$ cat src/rtl/rol_seq.sv
// Sequential left-rotator: shifts the captured operand one bit per cycle until
// the requested amount is used up, then raises done for a single cycle.
module rol_seq #(
  parameter int DATA_W  = 32,
  parameter int SHAMT_W = 5
) (
  input  logic               clk,
  input  logic               clr,
  input  logic               start,
  input  logic [DATA_W-1:0]  data_in,
  input  logic [SHAMT_W-1:0] num_rotate,
  output logic [DATA_W-1:0]  data_out,
  output logic               busy,
  output logic               done
);

  typedef enum logic [1:0] {IDLE, BUSY, DONE} state_t;

  state_t             state;
  logic [SHAMT_W-1:0] cnt;

  function automatic logic [DATA_W-1:0] rotl1(input logic [DATA_W-1:0] v);
    return {v[DATA_W-2:0], v[DATA_W-1]};
  endfunction

  // data_out is the working register itself, so the result holds while idle
  always_ff @(posedge clk) begin
    if (!clr) begin
      state    <= IDLE;
      data_out <= '0;
      cnt      <= '0;
      busy     <= 1'b0;
      done     <= 1'b0;
    end else begin
      case (state)
        IDLE: begin
          done <= 1'b0;
          if (start) begin
            data_out <= data_in;
            cnt      <= num_rotate;
            busy     <= 1'b1;
            if (num_rotate == '0) begin
              state <= DONE;
              done  <= 1'b1;
            end else begin
              state <= BUSY;
            end
          end
        end
        BUSY: begin
          data_out <= rotl1(data_out);
          cnt      <= cnt - 1'b1;
          // last rotation: done lines up with the final value
          if (cnt == SHAMT_W'(1)) begin
            state <= DONE;
            done  <= 1'b1;
          end
        end
        DONE: begin
          state <= IDLE;
          busy  <= 1'b0;
          done  <= 1'b0;
        end
        default: begin
          state <= IDLE;
          busy  <= 1'b0;
          done  <= 1'b0;
        end
      endcase
    end
  end

endmodule

$ cat config.mk
export PLATFORM = sky130hd
export DESIGN_NAME = rol_seq
export DESIGN_NICKNAME = d
export VERILOG_FILES = /design/src/rtl/rol_seq.sv
export SDC_FILE = /design/constraint.sdc
export NUM_CORES = 1
export LEC_CHECK = 0
export CAP_MARGIN = 20
export CORE_MARGIN = 2
export CORE_UTILIZATION = 43
export DETAILED_ROUTE_END_ITERATION = 8
export PLACE_DENSITY_LB_ADDON = 0.1
export SKIP_LAST_GASP = 1
export SLEW_MARGIN = 20
export SYNTH_ARGS = -nofsm -noshare
export SYNTH_HDL_FRONTEND = slang
export SYNTH_SLANG_ARGS = --single-unit
export TNS_END_PERCENT = 30
$ cat constraint.sdc
create_clock -name clk -period 1.7 [get_ports clk]
set_input_delay 0.51 -clock clk [delete_from_list [all_inputs] [get_ports clk]]
set_output_delay 0.51 -clock clk [all_outputs]
set_load 0.02 [all_outputs]
# ---- Word-level counts from Yosys, hierarchy flattened
# Index checks and enable logic that the tools add are counted.
dict set report word_totals {
  ff_bits 41
  input_bits 40
  elab_cells 31
}
dict set report classes {
  n_addsub 1
  n_eq_ne 4
  n_mux 14
  bitwise_logic 1
  n_reduce_logical 6
}
# operator count
set op_table {}
lappend op_table {{$pmux W32 S2} 1}
lappend op_table {{$mux W32} 1}
lappend op_table {{$pmux W5 S2} 1}
lappend op_table {{$mux W2} 3}
lappend op_table {{$reduce_and A2 Y1} 3}
lappend op_table {{$eq A5 B1 Y1 const B} 1}
lappend op_table {{$logic_not A5 Y1} 1}
lappend op_table {{$mux W5} 1}
lappend op_table {{$sub A5 B1 Y5 const B} 1}
lappend op_table {{$mux W1} 4}
lappend op_table {{$ne A2 B2 Y1 const B} 2}
lappend op_table {{$pmux W1 S2} 2}
lappend op_table {{$pmux W2 S2} 1}
lappend op_table {{$eq A2 B1 Y1 const B} 1}
lappend op_table {{$logic_not A2 Y1} 1}
lappend op_table {{$reduce_bool A2 Y1} 1}
lappend op_table {{$not A1 Y1} 1}

# ---- Longest topological paths before layout
# Gate-level depths: netlist of the first run.
dict set report logic_depth {
  depth_word 4
  depth_mapped 5
  ltp_nobuf 5
}

# ---- Worst setup path after synthesis of the first run
# No wires, ideal clock.
dict set report synth_path {
  kind {input port to flip-flop}
  from {input num_rotate[2]}
  to {register done}
  t_arrival_ns 1.497
  required_ns 1.630
  path_slack_ns 0.133
  cell_stages 3
  n_path_buf 0
  cell_sequence {or4_4 > or3b_1 > a21oi_1}
}
dict set report synth_via {
  elab_chain_len 4
}
# item line
set synth_lines {}
lappend synth_lines {{start, declared} 11} ;# input logic [SHAMT_W-1:0] num_rotate,
lappend synth_lines {{$logic_not A5 Y1} 42} ;# if (num_rotate == '0) begin
lappend synth_lines {{$mux W1} 42}
lappend synth_lines {{$mux W1} 38} ;# if (start) begin
lappend synth_lines {{$pmux W1 S2} 35} ;# case (state)
lappend synth_lines {{end signal, assigned} 33} ;# done <= 1'b0;
lappend synth_lines {{end signal, assigned} 37} ;# done <= 1'b0;
lappend synth_lines {{end signal, assigned} 44} ;# done <= 1'b1;
lappend synth_lines {{end, declared} 14} ;# output logic done
# Every way passes these cells.
# A chain may end at the register's enable or synchronous reset.

# ---- Worst setup path in the final report of the first run
dict set report layout_path {
  from {register data_out[26]}
  to {output data_out[26]}
}
# item line
set layout_lines {}
lappend layout_lines {{start, declared} 12} ;# output logic [DATA_W-1:0] data_out,
lappend layout_lines {{start signal, assigned} 39} ;# data_out <= data_in;
lappend layout_lines {{start signal, assigned} 51} ;# data_out <= rotl1(data_out);
# No word-level cell between the ends.

==> results of run 1 <==
## worst min path at each step
stage	depth (start not counted)	slack (ns)	end	from
global placement	2	0.45	busy	busy
finish	2	0.47	busy	busy
CTS	2	0.48	busy	busy
detailed placement	2	0.46	busy	busy
floorplan	2	0.46	cnt[1]	cnt[1]
global route	2	0.52	busy	busy
## stage by stage
step	setup slack, ns	hold WS [ns]	power (mW)	utilization, %
final	-0.0685	0.473	2.55	68.2
after floorplan	0.133	0.459	1.59	-
after detailed placement	-0.355	0.459	1.97	66.0
after global routing	-0.119	0.515	2.70	68.2
after CTS	-0.0788	0.477	2.58	67.8
after global placement	-0.320	0.454	1.95	66.0
## timing repair
action / 4_1_cts / 5_1_grt
gates resized for setup: 10 / 7
hold endpoints to repair: 0 / 0
gates cloned: 0 / 0
pin swaps: 0 / 0
endpoints found under the setup margin: 36 / 26
## flip-flops by register name, summed over array words and instances (netlist names)
name / cells
data_out: 32
cnt: 5
state: 2
busy: 1
done: 1
## cells in the mapped netlist, types with 2 or more instances
cell	count
a211oi_1	2
a21oi_1	6
a311oi_1	33
buf_1	2
buf_2	13
clkbuf_1	5
dfxtp_1	41
ha_1	2
inv_1	2
nand2_1	68
nand2b_1	5
nor2_1	35
nor2b_1	2
nor3_1	3
o211ai_1	3
o21ai_0	2
o32ai_1	2
## final cells by class
class	count	area share, %
inverter	3	0.404
clock buffer	7	3.10
sequential	41	29.5
timing repair buffer	88	31.3
tap	50	2.25
multi-input combinational	172	33.5
## layer usage
layer	up-vias	part of all wire (%)	track usage, %
li1	978	-	-
met1	871	47	26.2
met2	53	46	30.4
met3	7	6.4	5.38
met4	0	1.1	5.56
met5	-	0	0
## power by group
part / switching, mW / internal, mW / total [mW] / leakage (nW)
Clock: 0.309 / 0.322 / 0.631 / 0.0443
Sequential: 0.0901 / 1.07 / 1.16 / 0.340
Combinational: 0.386 / 0.372 / 0.758 / 0.818
Total: 0.785 / 1.76 / 2.55 / 1.20
## logic make-up (layout without fill, tap and decap cells)
kind of cell / Yosys count / count (layout)
adder cells (fa/ha/maj): 2 / 2
flip-flops: 41 / 41
AO/OA/AOI/OAI: 49 / 49
AND/OR/NAND/NOR: 121 / 121
buffers and inverters: 23 / 98
==> qor.yml, run 1 <==
clock_network:
  cts_sinks: 41
  cts_buffers: 5
  clockRootBuffer: "clkbuf_8"
  ctsHoldBuffers: 0
  path_clk_slew_ns: 0.07
  clk_latency_ns: 0.28
  h-tree-depth: 2
  cts_tree: "done"
  clock_path_buffers: 2
  cts_setup_buffers: 0
worst_setup_path:
  cp-start-kind: "flip-flop"
  arrival_ns: 1.26
  crit_end: "data_out[26]"
  r2r_start: "state[0]"
  r2r-end: "cnt[4]"
  crit_type: "flip-flop to primary output"
  critPathSlowestCell: "clkdlybuf4s50_1"
  crit_cells: 1
  crit_chain: "clkdlybuf4s50_1"
  critical_path.max_fanout: 3
  slowest_delay_ns: 0.61
  cp_top_family: "buffers and inverters"
  crit_buf_inv: 1
  r2r_cells: 4
  required_ns: 1.19
  endpoint_kind: "primary output"
  crit_start: "data_out[26]"
  reg2reg_slack_ns: 0.20
yosys:
  synth_edf_count: 0
  ys_warn_count: 0
  synth_top_cell_by_area: "dfxtp_1"
  synth_cell_types: 27
  synthFlopType: "dfxtp_1"
  synth_area_per_cell_sq_um: 7.85
  yosys-top-cells-area: "dfxtp_1 44%, a311oi_1 16%, nand2_1 14%"
  synth_seq_cells: 41
  synth_xor_area_share_pct: 0
  synth_compound_area_share_pct: 21.3
  yosys.area_share.simple_pct: 27.5
  synthesis.area_sq_um: 1850
  synthCells: 236
  synth_fa_ha_area_share_pct: 1.35
  synth.area.mux_share_pct: 0
  synth-async-reset-ratio_pct: 0
  syn_nets: 278
  yosysSeqAreaShare_pct: 44.3
  synth_top_family_by_area: "simple AND/OR/NAND/NOR gates"
  synth_top_area_share_pct: 44.3
route:
  wl_um: 4610
  ant_nets: 0
  drc_errors: 0
  vias_per_cell: 5.29
  first_pass_iters: 4
  vias: 1909
  drtIter0Drc: 111
  routedWlPerCell_um: 12.8
floorplan:
  row_count: 23
  core_area_sq_um: 4090
  ioPinCount: 74
  initial_utilization_pct: 45.3
  die_area_sq_um: 4850
  die_y_um: 69.6
  die_x_um: 69.6
cells_and_area:
  layout_common_cells: "68 x nand2_1, 56 x clkdlybuf4s50_1, 41 x dfxtp_1"
  ff_latch_area_sq_um: 821
  fillers: 360
  multi_input_area_sq_um: 932
  final_cell_area_sq_um: 2790
  fin_nets: 353
  fin_cells: 361
  final_layout_size_suffix_gt1_share_pct: 8.04
  area_growth_pct: 50.4
  final_common_cell: "nand2_1"
  antenna_cells: 0
run:
  drv_cap: 0
timing:
  fin_setup_tns_ns: -0.952
  post-route-period-util_pct: 104
  worstMarginPinSlew_ns: 0.460
  slew_violations: 0
  max_freq_ghz: 0.565
  hold_violations: 0
  min_period_ns: 1.77
  rsz0062_at_grt: "true"
  fin_ws_ns: -0.0685
  slew_headroom_pct: 68.9
  setup_viol: 19
  clock_skew_ns: 0.00196
global_routing:
  grt_pass1_wl_um: 7870
  antenna_found_initial: 0
  grt_overflow: 0
  grt_max_degree: 32
  grt_pass1_vias: 1762
  grt_usage_pct: 19.4
placed_design:
  dp_cells: 354
  place_hpwl_um: 3370
  io_buffers: 73
  placed_area_sq_um: 2700
  place.gp.congestion: 0.765
worst_hold_path:
  hold_class: "flip-flop to flip-flop"
power:
  p_leak_nw: 1.20
  power_density_nw_per_um2: 915
  ir_drop_v: 0.000601
outcome:
  status: "finished, violations left"
  failed_checks: "setup timing"
(Power assumes the default switching activity.)
==> run 2: changes to the inputs <==
--- a/config.mk
+++ b/config.mk
@@ -5,9 +5,9 @@
 export SDC_FILE = /design/constraint.sdc
 export NUM_CORES = 1
 export LEC_CHECK = 0
-export CAP_MARGIN = 20
 export CORE_MARGIN = 2
 export CORE_UTILIZATION = 43
+export CTS_CLUSTER_SIZE = 10
 export DETAILED_ROUTE_END_ITERATION = 8
 export PLACE_DENSITY_LB_ADDON = 0.1
 export SKIP_LAST_GASP = 1
==> results of run 2 <==
The final DEF is identical to that of run 1; final timing and power are the same.
